<file path="src/rtl/vga_timing_gen_if.sv">
// Raster timing bundle between vga_timing_gen and its consumers.
// Carries the pixel strobe in, and sync, display and fetch outputs.
//
// Ports (master = generator side):
//   pix_ce       in   pixel clock-enable strobe
//   hs, vs       out  horizontal / vertical sync
//   de           out  display pixel visible
//   x, y, addr   out  display coordinate and linear address
//   fetch_*      out  position LEAD pixels ahead of display
//   vblank       out  display line in vertical blanking
//   sof, sol     out  start-of-frame / start-of-line pulses
interface vga_timing_gen_if #(
    parameter int CW = 12,
    parameter int AW = 19
);
    logic          pix_ce;
    logic          hs;
    logic          vs;
    logic          de;
    logic [CW-1:0] x;
    logic [CW-1:0] y;
    logic [AW-1:0] addr;
    logic          fetch_valid;
    logic [CW-1:0] fetch_x;
    logic [CW-1:0] fetch_y;
    logic [AW-1:0] fetch_addr;
    logic          vblank;
    logic          sof;
    logic          sol;

    modport master (
        input  pix_ce,
        output hs, vs, de, x, y, addr,
        output fetch_valid, fetch_x, fetch_y, fetch_addr,
        output vblank, sof, sol
    );

    modport slave (
        output pix_ce,
        input  hs, vs, de, x, y, addr,
        input  fetch_valid, fetch_x, fetch_y, fetch_addr,
        input  vblank, sof, sol
    );
endinterface

</file>
<file path="src/rtl/vga_timing_gen.sv">
// Parametrised raster timing generator with a lead "fetch" position.
// Advances one pixel per clock with bus.pix_ce; all outputs registered.
//
// Ports:
//   clock    in   system clock
//   rst_n_i  in   synchronous active-low reset
//   bus      vga_timing_gen_if.master (pix_ce in, timing outputs out)
module vga_timing_gen #(
    parameter int H_ACTIVE = 640,
    parameter int H_FRONT  = 16,
    parameter int H_SYNC   = 96,
    parameter int H_BACK   = 48,
    parameter int V_ACTIVE = 480,
    parameter int V_FRONT  = 10,
    parameter int V_SYNC   = 2,
    parameter int V_BACK   = 33,
    parameter int HS_POL   = 0,
    parameter int VS_POL   = 0,
    parameter int LEAD     = 2,
    parameter int CW       = 12,
    parameter int AW       = 19
) (
    input logic              clock,
    input logic              rst_n_i,
    vga_timing_gen_if.master bus
);

    localparam int H_TOTAL = H_ACTIVE + H_FRONT + H_SYNC + H_BACK;
    localparam int V_TOTAL = V_ACTIVE + V_FRONT + V_SYNC + V_BACK;

    localparam logic [CW-1:0] H_LAST = CW'(H_TOTAL - 1);
    localparam logic [CW-1:0] V_LAST = CW'(V_TOTAL - 1);
    localparam logic [CW-1:0] H_ACT  = CW'(H_ACTIVE);
    localparam logic [CW-1:0] V_ACT  = CW'(V_ACTIVE);
    localparam logic [CW-1:0] HS_BEG = CW'(H_ACTIVE + H_FRONT);
    localparam logic [CW-1:0] HS_END = CW'(H_ACTIVE + H_FRONT + H_SYNC);
    localparam logic [CW-1:0] VS_BEG = CW'(V_ACTIVE + V_FRONT);
    localparam logic [CW-1:0] VS_END = CW'(V_ACTIVE + V_FRONT + V_SYNC);
    localparam logic [CW-1:0] F_H0   = CW'(LEAD - 1);
    localparam logic          HS_ON  = (HS_POL != 0);
    localparam logic          VS_ON  = (VS_POL != 0);

    // The fetch pair starts LEAD-1 pixels into line 0, so the next
    // visible fetch pixel already has LEAD (or H_ACTIVE) pixels before it.
    localparam logic [AW-1:0] F_A0 =
        AW'((LEAD < H_ACTIVE) ? LEAD : H_ACTIVE);

    function automatic logic [CW-1:0] inc_h(input logic [CW-1:0] h);
        return (h == H_LAST) ? '0 : h + CW'(1);
    endfunction

    function automatic logic [CW-1:0] inc_v(input logic [CW-1:0] h,
                                            input logic [CW-1:0] v);
        if (h != H_LAST) return v;
        return (v == V_LAST) ? '0 : v + CW'(1);
    endfunction

    function automatic logic visible(input logic [CW-1:0] h,
                                     input logic [CW-1:0] v);
        return (h < H_ACT) && (v < V_ACT);
    endfunction

    // counter state
    logic [CW-1:0] h_q, v_q;
    logic [CW-1:0] fh_q, fv_q;
    // address the next visible pixel of each pair will receive
    logic [AW-1:0] na_q, fna_q;

    // registered outputs
    logic          hs_q, vs_q, de_q, vb_q, sof_q, sol_q, fvld_q;
    logic [CW-1:0] x_q, y_q, fx_q, fy_q;
    logic [AW-1:0] a_q, fa_q;

    // next position and its decode
    logic [CW-1:0] h_n, v_n, fh_n, fv_n;
    logic          de_n, fde_n;
    logic [AW-1:0] base, fbase;
    logic [AW-1:0] a_n, fa_n, na_n, fna_n;

    always_comb begin
        h_n   = inc_h(h_q);
        v_n   = inc_v(h_q, v_q);
        fh_n  = inc_h(fh_q);
        fv_n  = inc_v(fh_q, fv_q);
        de_n  = visible(h_n, v_n);
        fde_n = visible(fh_n, fv_n);

        // Running address restarts at the top of each frame; it only
        // counts visible pixels, so blanking simply holds it.
        base  = (h_n == '0 && v_n == '0) ? '0 : na_q;
        a_n   = de_n ? base : '0;
        na_n  = de_n ? base + AW'(1) : base;

        fbase = (fh_n == '0 && fv_n == '0) ? '0 : fna_q;
        fa_n  = fde_n ? fbase : '0;
        fna_n = fde_n ? fbase + AW'(1) : fbase;
    end

    always_ff @(posedge clock) begin
        if (!rst_n_i) begin
            h_q    <= H_LAST;
            v_q    <= V_LAST;
            fh_q   <= F_H0;
            fv_q   <= '0;
            na_q   <= '0;
            fna_q  <= F_A0;
            hs_q   <= ~HS_ON;
            vs_q   <= ~VS_ON;
            de_q   <= 1'b0;
            vb_q   <= 1'b1;
            sof_q  <= 1'b0;
            sol_q  <= 1'b0;
            fvld_q <= 1'b0;
            x_q    <= '0;
            y_q    <= '0;
            a_q    <= '0;
            fx_q   <= '0;
            fy_q   <= '0;
            fa_q   <= '0;
        end else if (bus.pix_ce) begin
            h_q    <= h_n;
            v_q    <= v_n;
            fh_q   <= fh_n;
            fv_q   <= fv_n;
            na_q   <= na_n;
            fna_q  <= fna_n;
            hs_q   <= (h_n >= HS_BEG && h_n < HS_END) ? HS_ON : ~HS_ON;
            vs_q   <= (v_n >= VS_BEG && v_n < VS_END) ? VS_ON : ~VS_ON;
            de_q   <= de_n;
            vb_q   <= (v_n >= V_ACT);
            sof_q  <= (h_n == '0) && (v_n == '0);
            sol_q  <= (h_n == '0);
            fvld_q <= fde_n;
            x_q    <= de_n ? h_n : '0;
            y_q    <= de_n ? v_n : '0;
            a_q    <= a_n;
            fx_q   <= fde_n ? fh_n : '0;
            fy_q   <= fde_n ? fv_n : '0;
            fa_q   <= fa_n;
        end else begin
            // pulses last exactly one clock; levels hold
            sof_q  <= 1'b0;
            sol_q  <= 1'b0;
        end
    end

    assign bus.hs          = hs_q;
    assign bus.vs          = vs_q;
    assign bus.de          = de_q;
    assign bus.x           = x_q;
    assign bus.y           = y_q;
    assign bus.addr        = a_q;
    assign bus.fetch_valid = fvld_q;
    assign bus.fetch_x     = fx_q;
    assign bus.fetch_y     = fy_q;
    assign bus.fetch_addr  = fa_q;
    assign bus.vblank      = vb_q;
    assign bus.sof         = sof_q;
    assign bus.sol         = sol_q;

endmodule

</file>
<file path="src/flat_wrapper.sv">
// flat-port wrapper written by rule: the top's interface ports become plain ports
module vga_timing_gen_flat 
#(
    parameter int H_ACTIVE = 640,
    parameter int H_FRONT  = 16,
    parameter int H_SYNC   = 96,
    parameter int H_BACK   = 48,
    parameter int V_ACTIVE = 480,
    parameter int V_FRONT  = 10,
    parameter int V_SYNC   = 2,
    parameter int V_BACK   = 33,
    parameter int HS_POL   = 0,
    parameter int VS_POL   = 0,
    parameter int LEAD     = 2,
    parameter int CW       = 12,
    parameter int AW       = 19
)
  (clock, rst_n_i, bus_pix_ce, bus_hs, bus_vs, bus_de, bus_x, bus_y, bus_addr, bus_fetch_valid, bus_fetch_x, bus_fetch_y, bus_fetch_addr, bus_vblank, bus_sof, bus_sol);
  vga_timing_gen_if #(.CW(CW), .AW(AW)) bus_i ();
  input logic clock;
  input logic rst_n_i;
  input wire logic [$bits(bus_i.pix_ce)-1:0] bus_pix_ce;
  output wire logic [$bits(bus_i.hs)-1:0] bus_hs;
  output wire logic [$bits(bus_i.vs)-1:0] bus_vs;
  output wire logic [$bits(bus_i.de)-1:0] bus_de;
  output wire logic [$bits(bus_i.x)-1:0] bus_x;
  output wire logic [$bits(bus_i.y)-1:0] bus_y;
  output wire logic [$bits(bus_i.addr)-1:0] bus_addr;
  output wire logic [$bits(bus_i.fetch_valid)-1:0] bus_fetch_valid;
  output wire logic [$bits(bus_i.fetch_x)-1:0] bus_fetch_x;
  output wire logic [$bits(bus_i.fetch_y)-1:0] bus_fetch_y;
  output wire logic [$bits(bus_i.fetch_addr)-1:0] bus_fetch_addr;
  output wire logic [$bits(bus_i.vblank)-1:0] bus_vblank;
  output wire logic [$bits(bus_i.sof)-1:0] bus_sof;
  output wire logic [$bits(bus_i.sol)-1:0] bus_sol;
  assign bus_i.pix_ce = bus_pix_ce;
  assign bus_hs = bus_i.hs;
  assign bus_vs = bus_i.vs;
  assign bus_de = bus_i.de;
  assign bus_x = bus_i.x;
  assign bus_y = bus_i.y;
  assign bus_addr = bus_i.addr;
  assign bus_fetch_valid = bus_i.fetch_valid;
  assign bus_fetch_x = bus_i.fetch_x;
  assign bus_fetch_y = bus_i.fetch_y;
  assign bus_fetch_addr = bus_i.fetch_addr;
  assign bus_vblank = bus_i.vblank;
  assign bus_sof = bus_i.sof;
  assign bus_sol = bus_i.sol;
  vga_timing_gen #(.H_ACTIVE(H_ACTIVE), .H_FRONT(H_FRONT), .H_SYNC(H_SYNC), .H_BACK(H_BACK), .V_ACTIVE(V_ACTIVE), .V_FRONT(V_FRONT), .V_SYNC(V_SYNC), .V_BACK(V_BACK), .HS_POL(HS_POL), .VS_POL(VS_POL), .LEAD(LEAD), .CW(CW), .AW(AW)) u_core (.clock(clock), .rst_n_i(rst_n_i), .bus(bus_i));
endmodule
</file>
<file path="config.mk">
export PLATFORM = sky130hd
export DESIGN_NAME = vga_timing_gen_flat
export DESIGN_NICKNAME = d
export VERILOG_FILES = /design/src/rtl/vga_timing_gen_if.sv /design/src/rtl/vga_timing_gen.sv /design/src/flat_wrapper.sv
export SDC_FILE = /design/constraint.sdc
export NUM_CORES = 1
export LEC_CHECK = 0
export CORE_MARGIN = 1
export CORE_UTILIZATION = 40
export CTS_CLUSTER_SIZE = 40
export DETAILED_ROUTE_END_ITERATION = 16
export PLACE_DENSITY = 0.57
export SLEW_MARGIN = 0
export SYNTH_ARGS = -nofsm -noshare
export SYNTH_HDL_FRONTEND = slang
export SYNTH_SLANG_ARGS = --single-unit
</file>
<file path="constraint.sdc">
create_clock -name clock -period 4.2 [get_ports clock]
set_input_delay 0.84 -clock clock [delete_from_list [all_inputs] [get_ports clock]]
set_output_delay 0.84 -clock clock [all_outputs]
set_load 0.05 [all_outputs]
</file>
==> results by group, run 1 <==
Setup path
  – CP bufs+invs: 0
  – Worst Path Required: 4530 ps
  – Critical Path End Type: flip-flop
  – CP peak stage delay: 680 ps
  – Slowest cell on crit path: or4b_2
  – Top delay family on crit path: simple AND/OR/NAND/NOR gates
  – Worst-path cell chain: ha_1 -> and4_1 -> and3_1 -> and2_1 -> a21oi_1 -> nor4b_2 -> nand3b_1 -> and2_1 -> ha_1 -> and3_1 -> and3_1 -> or4b_2 -> o2111ai_1 -> o31ai_1
  – CP Class: reg -> reg
  – Largest fanout on the critical path: 9
  – Worst setup SP type: flip-flop
  – Critical Path AT: 4260 ps
  – Cell mode on critical path: and3_1

Placed design
  – # placed instances: 1463
  – Post-Place Worst Slack: 183.5 ps
  – DP HPWL: 18050 microns
  – Gpl congestion: 0.9326
  – Cell Area, Placed: 10560 sq um
  – PortBufs: 95

Synthesis
  – Mean Syn Cell Area: 8.251 sq um
  – Post-Syn Nets: 1135
  – Post-Syn Area: 9258 sq um
  – Number of cells produced by synthesis: 1122
  – Seq/Total Area, Yosys: 0.3871
  – Yosys reg bits: 179
  – Synth unique cells: 83
  – Synth warnings: 0
  – Async set-reset flop share out of synthesis: 0
  – Post-synth EDFFs: 0
  – Most used DFF post-synth: dfxtp_1

Route
  – DRT Pass-1 Iters: 8
  – Remaining antenna violation count: 0
  – DRT iter0 DRCs: 589
  – Drt total wl: 26300 microns
  – Drt drc: 0
  – Vias: 8621
  – DR vias/cell: 5.767
  – Wire per inst: 17.59 microns

Finish
  – Area grow syn2layout: 20.27%
  – Cell area after layout: 11130 sq um
  – Seq. cell area: 3585 sq um
  – Antenna Cells: 0
  – Core Util, Final: 0.4918
  – Non-filler cells, final: 1495
  – Fill count: 2223
  – Nets@finish: 1210
  – Share of layout cells above drive strength 1: 0.09752
  – Multi-input logic area: 5264 sq um

Timing
  – Worst-margin pin slew: 657.4 ps
  – Fin. Hold Viols: 0
  – Final Critical Period: 3932 ps
  – Setup ws final: 268.5 ps
  – Final TNS setup: 0 ps
  – Hold slack: 449.4 ps
  – Setup Skew: 10.68 ps
  – # setup viols final: 0
  – Top achievable clock speed: 0.2544 GHz
  – Unrepaired setup endpoints after global routing: false
  – Fin crit share: 0.9361
  – Max-slew violations: 0
  – Max_slew headroom: 0.5504

Pwr
  – Pwr Density: 362.7 nW/um^2
  – Combinational power share: 0.173
  – Reg power frac: 0.440
  – Pleak: 3.937 nW
  – Clk pwr share: 0.387
  – Tot Pwr: 4.039 mW
  – Peak supply drop: 0.2627 mV
  – Switching share of power: 0.3149
  – Pint: 2.767 mW
  – NetSw: 1.272 mW

Clocking
  – Post_cts resized: 0
  – Post-CTS setup buffer count: 0
  – Worst-path clk slew: 80 ps
  – Clock tree buffer depth: 2
  – H-tree depth: 4
  – Worst-Skew Late Latency: 440 ps
  – Root Buffer: clkbuf_16
  – Total CTS buffers: 17
  – Hold Buf Count CTS: 0
  – CTS tree: done
  – TritonCTS Sinks: 179

Die
  – Die area: 23760 sq um
  – Initial Util: 0.4089
  – Die W: 154.1 microns
  – Io pins: 96
  – Chip Height: 154.1 microns
  – Placeable Area: 22640 sq um
  – Rows: 55

Global route
  – Overflow after GRT: 0
  – Largest net degree at the start of global routing: 57
  – GRT met2 Usage: 0.3706
  – Met1 Use GR: 0.3048
  – Vias in the first global route: 8027
  – Total track usage: 0.2264
  – First-pass GRT wire length: 42940 microns
  – Antenna violations before repair: 0
  – GR peak layer: met2
  – Grt met3 use: 0.03720

Flow run
  – Max cap viols: 0

Status
  – Status: complete, no violations

Hold path
  – Worst min-delay path class: reg -> reg
[path summary, 6_finish.rpt]
kind	slack (ps)	from	to	cells past startpoint
worst max-delay path	270	u_core.h_q[0]	u_core.na_q[14]	14
worst max register to register	270	u_core.h_q[0]	u_core.na_q[14]	14
worst min register to register	450	u_core.bus.de	u_core.bus.de	2
worst min-delay path	450	u_core.bus.de	u_core.bus.de	2
[worst register-to-register path: stages, from the launching register on]
cell       delay [ps]
dfxtp_1           390
ha_1              180
and4_1            370
and3_1            340
and2_1            270
a21oi_1           120
nor4b_2           210
nand3b_1          150
and2_1            170
ha_1              190
and3_1            210
and3_1            210
or4b_2            680
o2111ai_1         220
o31ai_1           100
[registers in the layout, indices dropped and copies added (netlist names), 19 cells and up]
signal	cells
u_core.fna_q	19
u_core.na_q	19
u_core.bus.addr	19
u_core.bus.fetch_addr	19
[logic make-up (layout without fill, tap and decap cells)]
logic type / count (synthesis) / in the layout / share of synthesized area
AO/OA/AOI/OAI: 277 / 277 / 0.2039
AND/OR/NAND/NOR: 494 / 494 / 0.2898
flip-flops: 179 / 179 / 0.3871
adder cells (fa/ha/maj): 10 / 10 / 0.01352
multiplexers: 16 / 16 / 0.01730
buffers and inverters: 102 / 190 / 0.04676
XOR/XNOR: 44 / 44 / 0.04163
[cells in the mapped netlist, types with 12 or more instances]
library cell | n | area (sq um)
a211oi_1 | 12 | 90.09
a21oi_1 | 56 | 280.3
a22o_1 | 24 | 210.2
and2_1 | 21 | 131.4
and3_1 | 43 | 269.0
and4_1 | 14 | 122.6
buf_2 | 13 | 65.06
clkbuf_1 | 63 | 236.5
dfxtp_1 | 179 | 3583
inv_1 | 12 | 45.04
mux2i_1 | 16 | 160.2
nand2_1 | 109 | 409.1
nand3_1 | 59 | 295.3
nand4_1 | 38 | 237.7
nor2_1 | 97 | 364.1
nor3_1 | 30 | 150.1
o21ai_0 | 68 | 340.3
o31ai_1 | 19 | 142.6
xnor2_1 | 29 | 254.0
xor2_1 | 15 | 131.4
[per-layer routing]
layer | part of all wire | vias to the layer above
li1 | - | 4296
met1 | 0.47 | 4065
met2 | 0.47 | 226
met3 | 0.043 | 34
met4 | 0.016 | 0
met5 | 0 | -
[power by group through the flow]
stage	registers [mW]	clock network [mW]	logic (mW)
finish	1.78	1.56	0.697
global route	1.78	1.67	0.762
CTS	1.78	1.60	0.691
detailed placement	1.82	0	0.687
global placement	1.82	0	0.690
floorplan	1.84	0	0.438
[layout make-up]
cell class / instances / area share
timing repair buffer: 144 / 0.1178
inverter: 14 / 0.004720
multi-input combinational: 841 / 0.4728
tap: 285 / 0.03203
clock inverter: 15 / 0.01259
sequential: 179 / 0.3219
clock buffer: 17 / 0.03821
[placed cells by master (no fill, tap or decap), types with 5 or more instances in the layout]
cell type / count
xor2_1: 15
buf_4: 50
nor2b_1: 5
nor3b_1: 8
clkbuf_16: 17
o211ai_1: 7
nand2_1: 109
a211oi_1: 12
mux2i_1: 16
nor3_1: 30
o2111ai_1: 5
a22oi_1: 6
and3_1: 41
o31ai_1: 19
nor4_1: 8
a31oi_1: 7
and2_1: 21
a21oi_1: 56
clkdlybuf4s50_1: 93
nand4_1: 38
nor2_1: 96
nor4b_1: 7
o21a_1: 10
or3_1: 9
a22o_1: 24
inv_1: 12
ha_1: 9
nand3_1: 59
nor4_2: 5
and4_1: 14
dfxtp_1: 178
inv_6: 5
a2111oi_0: 6
or4_1: 6
o21ai_0: 68
xnor2_1: 29
nand2b_1: 8
a2bb2oi_1: 10
(Power assumes the default switching activity.)
==> run 2, diff against run 1 <==
Settings changed: GPL_ROUTABILITY_DRIVEN from default to 0.
==> results by group, run 2 (synthesis gave the netlist of run 1 again) <==
Finish
  – Fill count: 2198
  – Commonest non-fill, non-tap cell in the layout: dfxtp_1
  – Share of layout cells above drive strength 1: 0.09159
  – Cell area after layout: 11130 sq um
  – Commonest cells after routing, fill and taps aside: 178 x dfxtp_1, 109 x nand2_1, 95 x nor2_1, 93 x clkdlybuf4s50_1, 68 x o21ai_0
  – Nets@finish: 1201
  – Area grow syn2layout: 20.22%
  – Antenna Cells: 0
  – Seq. cell area: 3585 sq um
  – Multi-input logic area: 5291 sq um

Timing
  – Final Critical Period: 3904 ps
  – # setup viols final: 0
  – Top achievable clock speed: 0.2562 GHz
  – Setup Skew: 14.50 ps
  – Max-slew violations: 0
  – Fin. Hold Viols: 0
  – Max_slew headroom: 0.4708
  – Unrepaired setup endpoints after global routing: false
  – Worst-margin pin slew: 789.4 ps
  – Fin crit share: 0.9295
  – Final TNS setup: 0 ps

Route
  – Drt total wl: 26150 microns
  – DRT Pass-1 Iters: 7
  – DR vias/cell: 5.789
  – DRT iter0 DRCs: 582
  – Remaining antenna violation count: 0
  – Wire per inst: 17.60 microns
  – Vias: 8602
  – Drt drc: 0

Pwr
  – Peak supply drop: 0.2331 mV
  – Pleak: 3.925 nW
  – NetSw: 1.257 mW
  – Switching share of power: 0.3040
  – Clk pwr share: 0.402
  – Combinational power share: 0.167
  – Reg power frac: 0.431
  – Pwr Density: 371.6 nW/um^2
  – Pint: 2.878 mW

Global route
  – First-pass GRT wire length: 42470 microns
  – Overflow after GRT: 0
  – Total track usage: 0.2233
  – Antenna violations before repair: 0
  – Largest net degree at the start of global routing: 55
  – Vias in the first global route: 8030

Setup path
  – Critical Path AT: 4230 ps
  – Top delay family on crit path: simple AND/OR/NAND/NOR gates
  – Slowest cell on crit path: or4b_2
  – CP peak stage delay: 690 ps
  – CP Depth: 14
  – RR Startpoint: u_core.v_q[1]
  – Worst-path cell chain: ha_1 -> nand3_1 -> nor3_2 -> xnor2_1 -> a21oi_1 -> nor4b_4 -> nand3b_1 -> and2_1 -> ha_1 -> and3_1 -> and3_1 -> or4b_2 -> o2111ai_1 -> o31ai_1
  – Critical Path End Type: flip-flop
  – Largest fanout on the critical path: 10
  – Worst setup SP type: flip-flop
  – Reg2reg end: u_core.na_q[14]
  – CP Class: reg -> reg
  – Reg-to-reg slack, setup: 300 ps
  – CP bufs+invs: 0
  – R2R cell count: 14
  – Worst Path Required: 4520 ps

Clocking
  – H-tree depth: 4
  – Clock tree buffer depth: 2
  – Hold Buf Count CTS: 0
  – Post-CTS setup buffer count: 0
  – Worst-path clk slew: 80 ps
  – Root Buffer: clkbuf_16
  – Total CTS buffers: 17
  – TritonCTS Sinks: 179
  – Worst-Skew Late Latency: 440 ps
  – Post_cts resized: 0
  – CTS tree: done

Hold path
  – Worst min-delay path class: reg -> reg
  – Hold Path Stages: 2
  – Worst min-delay path startpoint: u_core.bus.de
  – Hold EP: u_core.bus.de

Placed design
  – Cell Area, Placed: 10490 sq um
  – PortBufs: 95
  – DP HPWL: 17920 microns

Status
  – Status: complete, no violations

Die
  – Die W: 154.1 microns
  – Io pins: 96
  – Die area: 23760 sq um
  – Initial Util: 0.4089
  – Placeable Area: 22640 sq um
  – Rows: 55
  – Chip Height: 154.1 microns

Flow run
  – Max cap viols: 0
==> run 2: cell types whose count changed in the layout (fill, tap and decap cells not counted), sizes merged <==
cell	change
clkinvlp	-2
bufinv	+2
inv	-2
buf	-9
clkbuf	+2
==> run 2: metal layers <==
metal	vias up	wire length [microns]	share of wire	track usage
met5	-	0	0	0
met4	0	699	0.027	0.09524
met1	4032	12180	0.47	0.2954
met3	52	1238	0.047	0.03213
met2	256	12030	0.46	0.3623
li1	4262	-	-	-
==> run 2: layout make-up <==
type,count,share of cell area
Sequential cell,179,0.3221
Clock inverter,13,0.01506
Multi-Input combinational cell,841,0.4754
Tap cell,285,0.03204
Clock buffer,19,0.03890
Timing Repair Buffer,135,0.1117
Inverter,14,0.004722
==> run 2: stage by stage <==
step           std cells    util  setup WS, ps  hold WS [ps]  total power, mW
2_1_floorplan       1122       -         403.0         459.4            2.280
3_3_place_gp        1454  0.4634         395.7         434.4            2.490
3_5_place_dp        1454  0.4634         278.4         440.9            2.489
4_1_cts             1486  0.4899         246.0         454.0            4.149
5_1_grt             1486  0.4916         22.23         467.2            4.302
6_report            1486  0.4916         296.1         448.0            4.135
==> run 2: worst max-delay path by stage <==
| stage | endpoint | startpoint | slack, ps |
|---|---|---|---|
| finish | u_core.na_q[14] | u_core.v_q[1] | 300 |
| global placement | u_core.na_q[8] | u_core.v_q[0] | 400 |
| detailed placement | u_core.na_q[16] | u_core.v_q[0] | 280 |
| floorplan | u_core.na_q[12] | u_core.h_q[0] | 400 |
| global route | u_core.na_q[14] | u_core.v_q[1] | 20 |
| CTS | u_core.na_q[16] | u_core.v_q[0] | 250 |
==> run 2: worst min-delay path: cells and delay by family, from the launching register on <==
| family | cells | cell delay (ps) |
|---|---|---|
| and+or+nand+nor | 2 | 100 |
| DFF | 1 | 310 |
==> run 2: power groups by stage <==
| stage | Clock (mW) | Combinational, mW | Sequential, mW |
|---|---|---|---|
| global placement | 0 | 0.670 | 1.82 |
| floorplan | 0 | 0.438 | 1.84 |
| CTS | 1.70 | 0.673 | 1.78 |
| global route | 1.76 | 0.751 | 1.79 |
| detailed placement | 0 | 0.670 | 1.82 |
| finish | 1.66 | 0.692 | 1.78 |
==> run 3, diff against run 2 <==
Settings changed: ABC_AREA from default to 1.
==> results by group, run 3 <==
Setup path
  – Reg-to-reg slack, setup: 630 ps
  – Worst setup SP type: flip-flop
  – Critical Path End Type: flip-flop
  – Critical Path Start: u_core.fh_q[0]
  – Slowest cell on crit path: dfxtp_1
  – CP Class: reg -> reg
  – Cell mode on critical path: nand2_1
  – Worst-path cell chain: ha_1 -> nand2_1 -> nor2_2 -> nand3_1 -> nor2_2 -> nand3_1 -> nand2_1 -> nor2_1 -> nand2_1 -> nor2_1 -> nand3_2 -> nand2_1 -> inv_2 -> ha_1 -> nand4_1 -> nor2_2 -> nand3_2 -> nor2_2 -> nand3_1 -> nand2_1 -> nor2_1
  – CP peak stage delay: 440 ps
  – RR Startpoint: u_core.fh_q[0]
  – Worst Path Required: 4540 ps
  – Largest fanout on the critical path: 8
  – Critical Path AT: 3910 ps

Clocking
  – Clock tree buffer depth: 2
  – H-tree depth: 4
  – Post_cts resized: 0
  – CTS tree: done
  – Hold Buf Count CTS: 0
  – Post-CTS setup buffer count: 0
  – Worst-Skew Late Latency: 440 ps
  – Worst-path clk slew: 80 ps
  – Root Buffer: clkbuf_16
  – TritonCTS Sinks: 179
  – Total CTS buffers: 17

Die
  – Placeable Area: 21820 sq um
  – Die W: 151.4 microns
  – Initial Util: 0.4091
  – Chip Height: 151.4 microns
  – Die area: 22920 sq um
  – Io pins: 96
  – Rows: 54

Timing
  – Final Critical Period: 3569 ps
  – Fin. Hold Viols: 0
  – # setup viols final: 0
  – Max-slew violations: 0
  – Setup Skew: 13.96 ps
  – Max_slew headroom: 0.4577
  – Setup ws final: 631.5 ps
  – Top achievable clock speed: 0.2802 GHz
  – Final TNS setup: 0 ps
  – Unrepaired setup endpoints after global routing: false
  – Fin crit share: 0.8496
  – Worst-margin pin slew: 813.5 ps

Status
  – Status: complete, no violations

Finish
  – Antenna Cells: 0
  – Area grow syn2layout: 20.29%
  – Fill count: 2125
  – Commonest non-fill, non-tap cell in the layout: nand2_1
  – Cell area after layout: 10740 sq um
  – Share of layout cells above drive strength 1: 0.09137
  – Non-filler cells, final: 1670
  – Commonest cells after routing, fill and taps aside: 362 x nand2_1, 179 x dfxtp_1, 164 x nor2_1, 114 x nand3_1, 108 x inv_1
  – Core Util, Final: 0.4921
  – Nets@finish: 1390

Global route
  – Overflow after GRT: 0
  – Total track usage: 0.2377
  – Largest net degree at the start of global routing: 73
  – Antenna violations before repair: 0
  – Vias in the first global route: 8155
  – First-pass GRT wire length: 42530 microns

Synthesis
  – Yosys reg bits: 179
  – Most used DFF post-synth: dfxtp_1
  – Number of cells produced by synthesis: 1297
  – Yosys top cell by area: dfxtp_1
  – Post-Syn Area: 8929 sq um
  – Seq/Total Area, Yosys: 0.4013
  – Synth unique cells: 49
  – Top-count cell post-synth: nand2_1
  – Mean Syn Cell Area: 6.884 sq um
  – Post-Syn Nets: 1310
  – Synth cell count leaders: 362 x nand2_1, 179 x dfxtp_1, 165 x nor2_1
  – Async set-reset flop share out of synthesis: 0
  – Synth top area share: 0.4013
  – Synth top area cells: dfxtp_1 40%, nand2_1 15%, nor2_1 6.9%
  – Post-synth EDFFs: 0
  – Synth warnings: 0

Route
  – DRT iter0 DRCs: 562
  – Remaining antenna violation count: 0
  – Drt drc: 0
  – Vias: 8691
  – Wire per inst: 15.76 microns
  – DR vias/cell: 5.204
  – DRT Pass-1 Iters: 5
  – Drt total wl: 26330 microns

Placed design
  – PortBufs: 95
  – Cell Area, Placed: 10110 sq um
  – Post-Place Worst Slack: 684.6 ps
  – DP HPWL: 18250 microns
  – # placed instances: 1638

Hold path
  – Worst min-delay path startpoint: u_core.bus.y[9]
  – Worst min-delay path class: reg -> reg

Flow run
  – Max cap viols: 0

Pwr
  – Peak supply drop: 0.2700 mV
  – Pwr Density: 368.2 nW/um^2
  – Pleak: 4.331 nW
run 3: cell count changes after synthesis, sizes merged, moves of 34 or more:
cell and delta:
and3 -42, clkbuf -34, nor2 +100, nand3 +65, inv +110, nand2 +263
run 3: kinds of logic after synthesis:
family	synth area share
simple gates	0.3694
flops	0.4013
buf+inv	0.07791
compound gates	0.1344
fa+ha+maj	0.01401
xor+xnor	0.002943
run 3: cell type report:
type	instances	area, sq um	area share
Clock buffer	18	439.2	0.04089
Clock inverter	14	190.2	0.01771
Inverter	123	461.7	0.04299
Multi-Input combinational cell	946	4657	0.4336
Sequential cell	179	3583	0.3336
Tap cell	280	350.3	0.03262
Timing Repair Buffer	110	1059	0.09856
run 3: path summary, 6_finish.rpt:
check,to,cells after the start
max,u_core.fna_q[14],21
min,u_core.bus.y[9],2
max reg2reg,u_core.fna_q[14],21
min reg2reg,u_core.bus.y[9],2
run 3: power breakdown:
group	internal (mW)	switching [mW]	total [mW]
registers	1.73	0.0327	1.76
logic	0.128	0.333	0.461
clock network	0.972	0.762	1.73
run 3: stage by stage:
step	power (mW)	hold WS, ps
2_1_floorplan	2.121	454.5
3_3_place_gp	2.256	416.8
3_5_place_dp	2.255	418.3
4_1_cts	3.984	434.0
5_1_grt	4.103	460.7
6_report	3.954	431.9
run 3: critical path, delay by kind of cell (launching register included):
kind / cells / cell delay, ps
flip-flops: 1 / 440
AND/OR/NAND/NOR: 18 / 2460
buffers and inverters: 1 / 90
adder cells (fa/ha/maj): 2 / 480
run 3: per-layer routing:
metal	track usage	wire (microns)	vias to the layer above
li1	-	-	4452
met1	0.3170	12360	3969
met2	0.3849	12120	243
met3	0.05361	1470	27
met4	0.06000	371	0
met5	0	0	-
